**src/rtl/pc_stack.sv**
```systemverilog
// pc_stack: parametrised program counter with relative branch and a
// hardware call/return stack.
//
// The PC is a plain register advanced by the op the control decoder supplies
// each cycle. CALL pushes the wrapped return address (result+1) and jumps to
// data. RETURN pops the most recent return address. An attempt to push onto a
// full stack or pop from an empty one changes nothing except the sticky err
// flag, which only CLRERR or reset clears.
//
// Ports:
//   clk      system clock, all state updates on posedge
//   reset_n  asynchronous active-low reset (result=RESET_ADDR, sp=0, err=0)
//   en       operation enable; 0 holds every piece of state
//   op       000 HOLD, 001 INCR, 010 LOAD, 011 BRANCH, 100 CALL,
//            101 RETURN, 110 CLRERR, 111 reserved (HOLD)
//   data     absolute target (LOAD/CALL) or two's-complement offset (BRANCH)
//   result   current PC, registered
//   sp       number of valid stack entries, 0..DEPTH
//   full     sp == DEPTH
//   empty    sp == 0
//   err      sticky stack overflow/underflow flag, registered
module pc_stack #(
    parameter int                 WIDTH      = 8,
    parameter int                 DEPTH      = 4,
    parameter logic [WIDTH-1:0]   RESET_ADDR = '0
) (
    input  logic                          clk,
    input  logic                          reset_n,
    input  logic                          en,
    input  logic [2:0]                    op,
    input  logic [WIDTH-1:0]              data,
    output logic [WIDTH-1:0]              result,
    output logic [$clog2(DEPTH+1)-1:0]    sp,
    output logic                          full,
    output logic                          empty,
    output logic                          err
);

    localparam int SPW  = $clog2(DEPTH + 1);
    localparam int IDXW = (DEPTH > 1) ? $clog2(DEPTH) : 1;

    localparam logic [WIDTH-1:0] PC_ONE    = WIDTH'(1);
    localparam logic [SPW-1:0]   SP_ONE    = SPW'(1);
    localparam logic [SPW-1:0]   SP_DEPTH  = SPW'(DEPTH);

    localparam logic [2:0] OP_INCR   = 3'b001;
    localparam logic [2:0] OP_LOAD   = 3'b010;
    localparam logic [2:0] OP_BRANCH = 3'b011;
    localparam logic [2:0] OP_CALL   = 3'b100;
    localparam logic [2:0] OP_RETURN = 3'b101;
    localparam logic [2:0] OP_CLRERR = 3'b110;

    logic [WIDTH-1:0] result_reg, result_next;
    logic [SPW-1:0]   sp_reg, sp_next;
    logic             err_reg, err_next;

    // Return-address storage; contents are never reset, sp says what is valid.
    logic [WIDTH-1:0] stack_mem [DEPTH];
    logic             push_en;
    logic [WIDTH-1:0] ret_addr;
    logic [SPW-1:0]   sp_dec;
    logic [IDXW-1:0]  push_idx;
    logic [IDXW-1:0]  pop_idx;
    logic             full_int;
    logic             empty_int;

    assign full_int  = (sp_reg == SP_DEPTH);
    assign empty_int = (sp_reg == '0);
    assign ret_addr  = result_reg + PC_ONE;   // wraps, so a CALL at all-ones pushes 0
    assign sp_dec    = sp_reg - SP_ONE;
    assign push_idx  = sp_reg[IDXW-1:0];      // only used when !full, so sp < DEPTH
    assign pop_idx   = sp_dec[IDXW-1:0];      // only used when !empty

    always_comb begin
        result_next = result_reg;
        sp_next     = sp_reg;
        err_next    = err_reg;
        push_en     = 1'b0;
        if (en) begin
            case (op)
                OP_INCR:   result_next = result_reg + PC_ONE;
                OP_LOAD:   result_next = data;
                // Two's-complement offset: plain modular add moves either way.
                OP_BRANCH: result_next = result_reg + data;
                OP_CALL: begin
                    if (full_int) begin
                        err_next = 1'b1;
                    end else begin
                        push_en     = 1'b1;
                        sp_next     = sp_reg + SP_ONE;
                        result_next = data;
                    end
                end
                OP_RETURN: begin
                    if (empty_int) begin
                        err_next = 1'b1;
                    end else begin
                        sp_next     = sp_dec;
                        result_next = stack_mem[pop_idx];
                    end
                end
                OP_CLRERR: err_next = 1'b0;
                default:   ;   // HOLD and reserved encoding
            endcase
        end
    end

    always_ff @(posedge clk or negedge reset_n) begin
        if (!reset_n) begin
            result_reg <= RESET_ADDR;
            sp_reg     <= '0;
            err_reg    <= 1'b0;
        end else begin
            result_reg <= result_next;
            sp_reg     <= sp_next;
            err_reg    <= err_next;
        end
    end

    // Gated by reset_n so an edge seen while reset is held cannot write.
    always_ff @(posedge clk) begin
        if (push_en && reset_n) begin
            stack_mem[push_idx] <= ret_addr;
        end
    end

    assign result = result_reg;
    assign sp     = sp_reg;
    assign full   = full_int;
    assign empty  = empty_int;
    assign err    = err_reg;

endmodule

```
**config.mk**
```make
export PLATFORM = sky130hd
export DESIGN_NAME = pc_stack
export DESIGN_NICKNAME = d
export VERILOG_FILES = /design/src/rtl/pc_stack.sv
export SDC_FILE = /design/constraint.sdc
export NUM_CORES = 1
export LEC_CHECK = 0
export CORE_MARGIN = 8
export CORE_UTILIZATION = 54
export CTS_BUF_LIST = sky130_fd_sc_hd__clkbuf_16
export DETAILED_ROUTE_END_ITERATION = 10
export PLACE_DENSITY = 0.87
export REMOVE_ABC_BUFFERS = 1
export SYNTH_ARGS = -nofsm -noshare
export SYNTH_HDL_FRONTEND = slang
export SYNTH_SLANG_ARGS = --single-unit
```
**constraint.sdc**
```tcl
create_clock -name clk -period 4.9 [get_ports clk]
set_input_delay 1.47 -clock clk [delete_from_list [all_inputs] [get_ports clk]]
set_output_delay 1.47 -clock clk [all_outputs]
set_load 0.01 [all_outputs]
```
==> out/results.tsv <==
stage	metric	value	unit
clock_tree	postCtsHoldBufs	0	
die	ios	28	
power	p_per_area	501	mW/mm^2
timing	setup_viol	0	
yosys	synthCells	224	
timing	period_share	75.5	%
detailed_routing	firstDrtPassIters	4	
grt	first_global_vias	1909	
detailed_routing	final_antenna_net_count	0	
detailed_routing	wl	6.00	mm
critical_path	crit_fanout	12	
clock_tree	h-tree-depth	2	
grt	grt-ovfl-total	0	
detailed_routing	viasPerCell	6.07	
timing	final-hold-violation-count	0	
clock_tree	cts_tree	done	
die	core.rowCount	25	
critical_path	path_delay_family	buffers and inverters	
timing	worstMarginPinSlew	0.948	ns
yosys	ys_async_sr_fraction	27.3	%
critical_path	cp-start-kind	register	
critical_path	path_cells	inv_1 > ha_1 > nor2b_1 > clkdlybuf4s50_1	
timing	fin_crit	3.70	ns
timing	finalMaxSlewViolations	0	
place	io_buffers	27	
die	coreArea	0.00472	sq mm
grt	grt_max_degree	23	
yosys	synth_edf_count	32	
clock_tree	clock_latency	0.29	ns
timing	setup_tns	0	ns
critical_path	path_buf_inv	2	
hold_path	hold_class	reg2reg	
detailed_routing	dr.first_iter.drc_count	169	
power	ir_worst_vdd	0.344	mV
detailed_routing	drc	0	
grt	antenna_found_initial	0	
grt	grt_pass1_wl	9.69	mm
power	p_leak	1.18	nW
critical_path	crit_type	reg2out	
detailed_routing	wl_per_cell	18.8	microns
die	dieArea	0.00737	sq mm
yosys	syn_area	0.00264	sq mm
job	drv_cap	0	
critical_path	cp_data_required_time	3.43	ns
die	die_y	85.9	microns
cells_and_area	drive_gt1_share	7.14	%
clock_tree	numCtsBuffers	5	
timing	finClkSkew	0.00810	ns
yosys	synth-seq-cells	44	
yosys	yosysSeqAreaShare	47.9	%
clock_tree	cts_resized	0	
clock_tree	cts_root_buf	clkbuf_16	
cells_and_area	largest_reg_flops	32	
cells_and_area	n_fill_cell	343	
timing	rsz0062_at_grt	false	
yosys	synth-main-ff-cell	edfxtp_1	
clock_tree	cts.sinks	44	
critical_path	cp-end-kind	output pin	
die	start_util	55.8	%
yosys	syn_avg_cell_area	11.8	sq um
place	gp_congestion	0.874	
place	place_hpwl	4.32	mm
clock_tree	clkTransAtPathRegs	0.07	ns
timing	hold_slack	0.558	ns
critical_path	critPathMaxStageDelay	0.57	ns
detailed_routing	vias	1936	
cells_and_area	nNetsFinal	280	
cells_and_area	diodes	0	
yosys	synth_cell_type_count	47	
cells_and_area	area_growth	18.8	%
critical_path	worst_path_max_delay_cell	dfrtp_1	
critical_path	cp.arrival	2.23	ns
outcome	status	completed	
timing	maxSlewHeadroom	36.5	%
grt	globalRouteTotalUtil	17.1	%
timing	clock.fmax	270	MHz
clock_tree	clockBufferDepth	2	
yosys	ys_warn_count	0	
clock_tree	cts_setup_buffers	0	
die	die_w	85.9	microns
[layout make-up]
cell class / count / area [sq um] / share of cell area (%)
multi-input cells: 159 / 1280 / 40.8
well taps: 67 / 83.8 / 2.68
flip-flops and latches: 44 / 1260 / 40.3
clock inverters: 3 / 50.0 / 1.60
clock buffers: 5 / 125 / 4.00
repair buffers: 30 / 293 / 9.35
inverters: 11 / 41.3 / 1.32
[worst reg2reg max path, stage by stage, from the launching register on]
cell and delay [ns]:
dfrtp_1 0.68, inv_1 0.21, ha_1 0.35, and2_1 0.21, nor4b_1 0.52, and2_1 0.49
[cells in the mapped netlist, types with 6 or more instances]
cell type | instances | area share [%]
mux4_1 | 7 | 7.0
and3_1 | 6 | 1.4
nand3_1 | 7 | 1.3
inv_1 | 11 | 1.6
nand2_1 | 9 | 1.3
nor2_1 | 10 | 1.4
ha_1 | 14 | 6.6
xnor2_1 | 7 | 2.3
nor3_1 | 8 | 1.5
edfxtp_1 | 32 | 36
a21oi_1 | 10 | 1.9
and2_1 | 7 | 1.7
o21ai_0 | 11 | 2.1
dfrtp_1 | 12 | 11
nand2b_1 | 6 | 1.4
[routing by layer]
metal  global-route usage [%]  wire (microns)  part of all wire, %  up-vias
li1                         -               -                    -      927
met1                     21.5            2620                   44      931
met2                     28.1            2930                   49       67
met3                     3.72             349                  5.8       11
met4                     6.37             103                  1.7        0
met5                        0               0                    0        -
[cells by family (layout without fill, tap and decap cells)]
family | after synthesis | in the layout | share of synthesized area, %
simple gates | 66 | 66 | 13.4
compound gates | 53 | 53 | 13.6
flops | 44 | 44 | 47.9
buf+inv | 21 | 49 | 3.70
fa+ha+maj | 15 | 15 | 7.41
mux | 14 | 14 | 10.4
xor+xnor | 11 | 11 | 3.66
[where the power goes]
group          switching [mW]  leakage (nW)  internal (mW)  total [mW]
Sequential             0.0842         0.437          0.476       0.560
Combinational           0.310         0.660          0.299       0.610
Clock                   0.153        0.0863          0.246       0.400
Total                   0.548          1.18           1.02        1.57
[stage by stage]
| stage | std cells | power (mW) | setup slack [ns] | area, sq um | utilization (%) |
|---|---|---|---|---|---|
| floorplan | 214 | 0.931 | 1.77 | 2580 | - |
| global placement | 311 | 1.15 | 1.15 | 2960 | 62.6 |
| detailed placement | 311 | 1.17 | 1.09 | 2960 | 62.6 |
| CTS | 319 | 1.58 | 1.18 | 3130 | 66.3 |
| global route | 319 | 1.65 | 1.07 | 3130 | 66.3 |
| finish | 319 | 1.57 | 1.20 | 3130 | 66.3 |
[cells in the final DEF, fill, tap and decap left out, drive strengths merged, types with 2 or more instances in the layout]
master         synthesis  final
a211oi                 5      5
a21o                   2      2
a21oi                 10     10
a311oi                 3      3
a31oi                  5      5
and2                   7      7
and3                   6      6
buf                    5      3
clkbuf                 5      5
clkdlybuf4s50          0     27
dfrtp                 12     12
edfxtp                32     32
ha                    14     14
inv                   11     13
mux2                   2      2
mux2i                  4      4
mux4                   8      8
nand2                  9      9
nand2b                 6      6
nand3                  7      7
nand4                  2      2
nor2                  10     10
nor2b                  3      3
nor3                   8      8
nor4                   4      4
o211ai                 5      5
o21ai                 12     12
o22ai                  2      2
xnor2                  7      7
xor2                   4      4
[path summary, 6_finish.rpt]
path	startpoint	to	slack [ns]	depth (start not counted)
hold reg to reg	sp[2]	sp[2]	0.56	1
min in group asynchronous	reset_n	result[6]	1.48	2
hold / removal	sp[2]	sp[2]	0.56	1
setup / recovery	sp[0]	empty	1.20	4
max in group asynchronous	reset_n	sp[1]	3.24	2
setup reg to reg	sp[0]	stack_mem[0][4]	2.09	5
(Power assumes the default switching activity.)
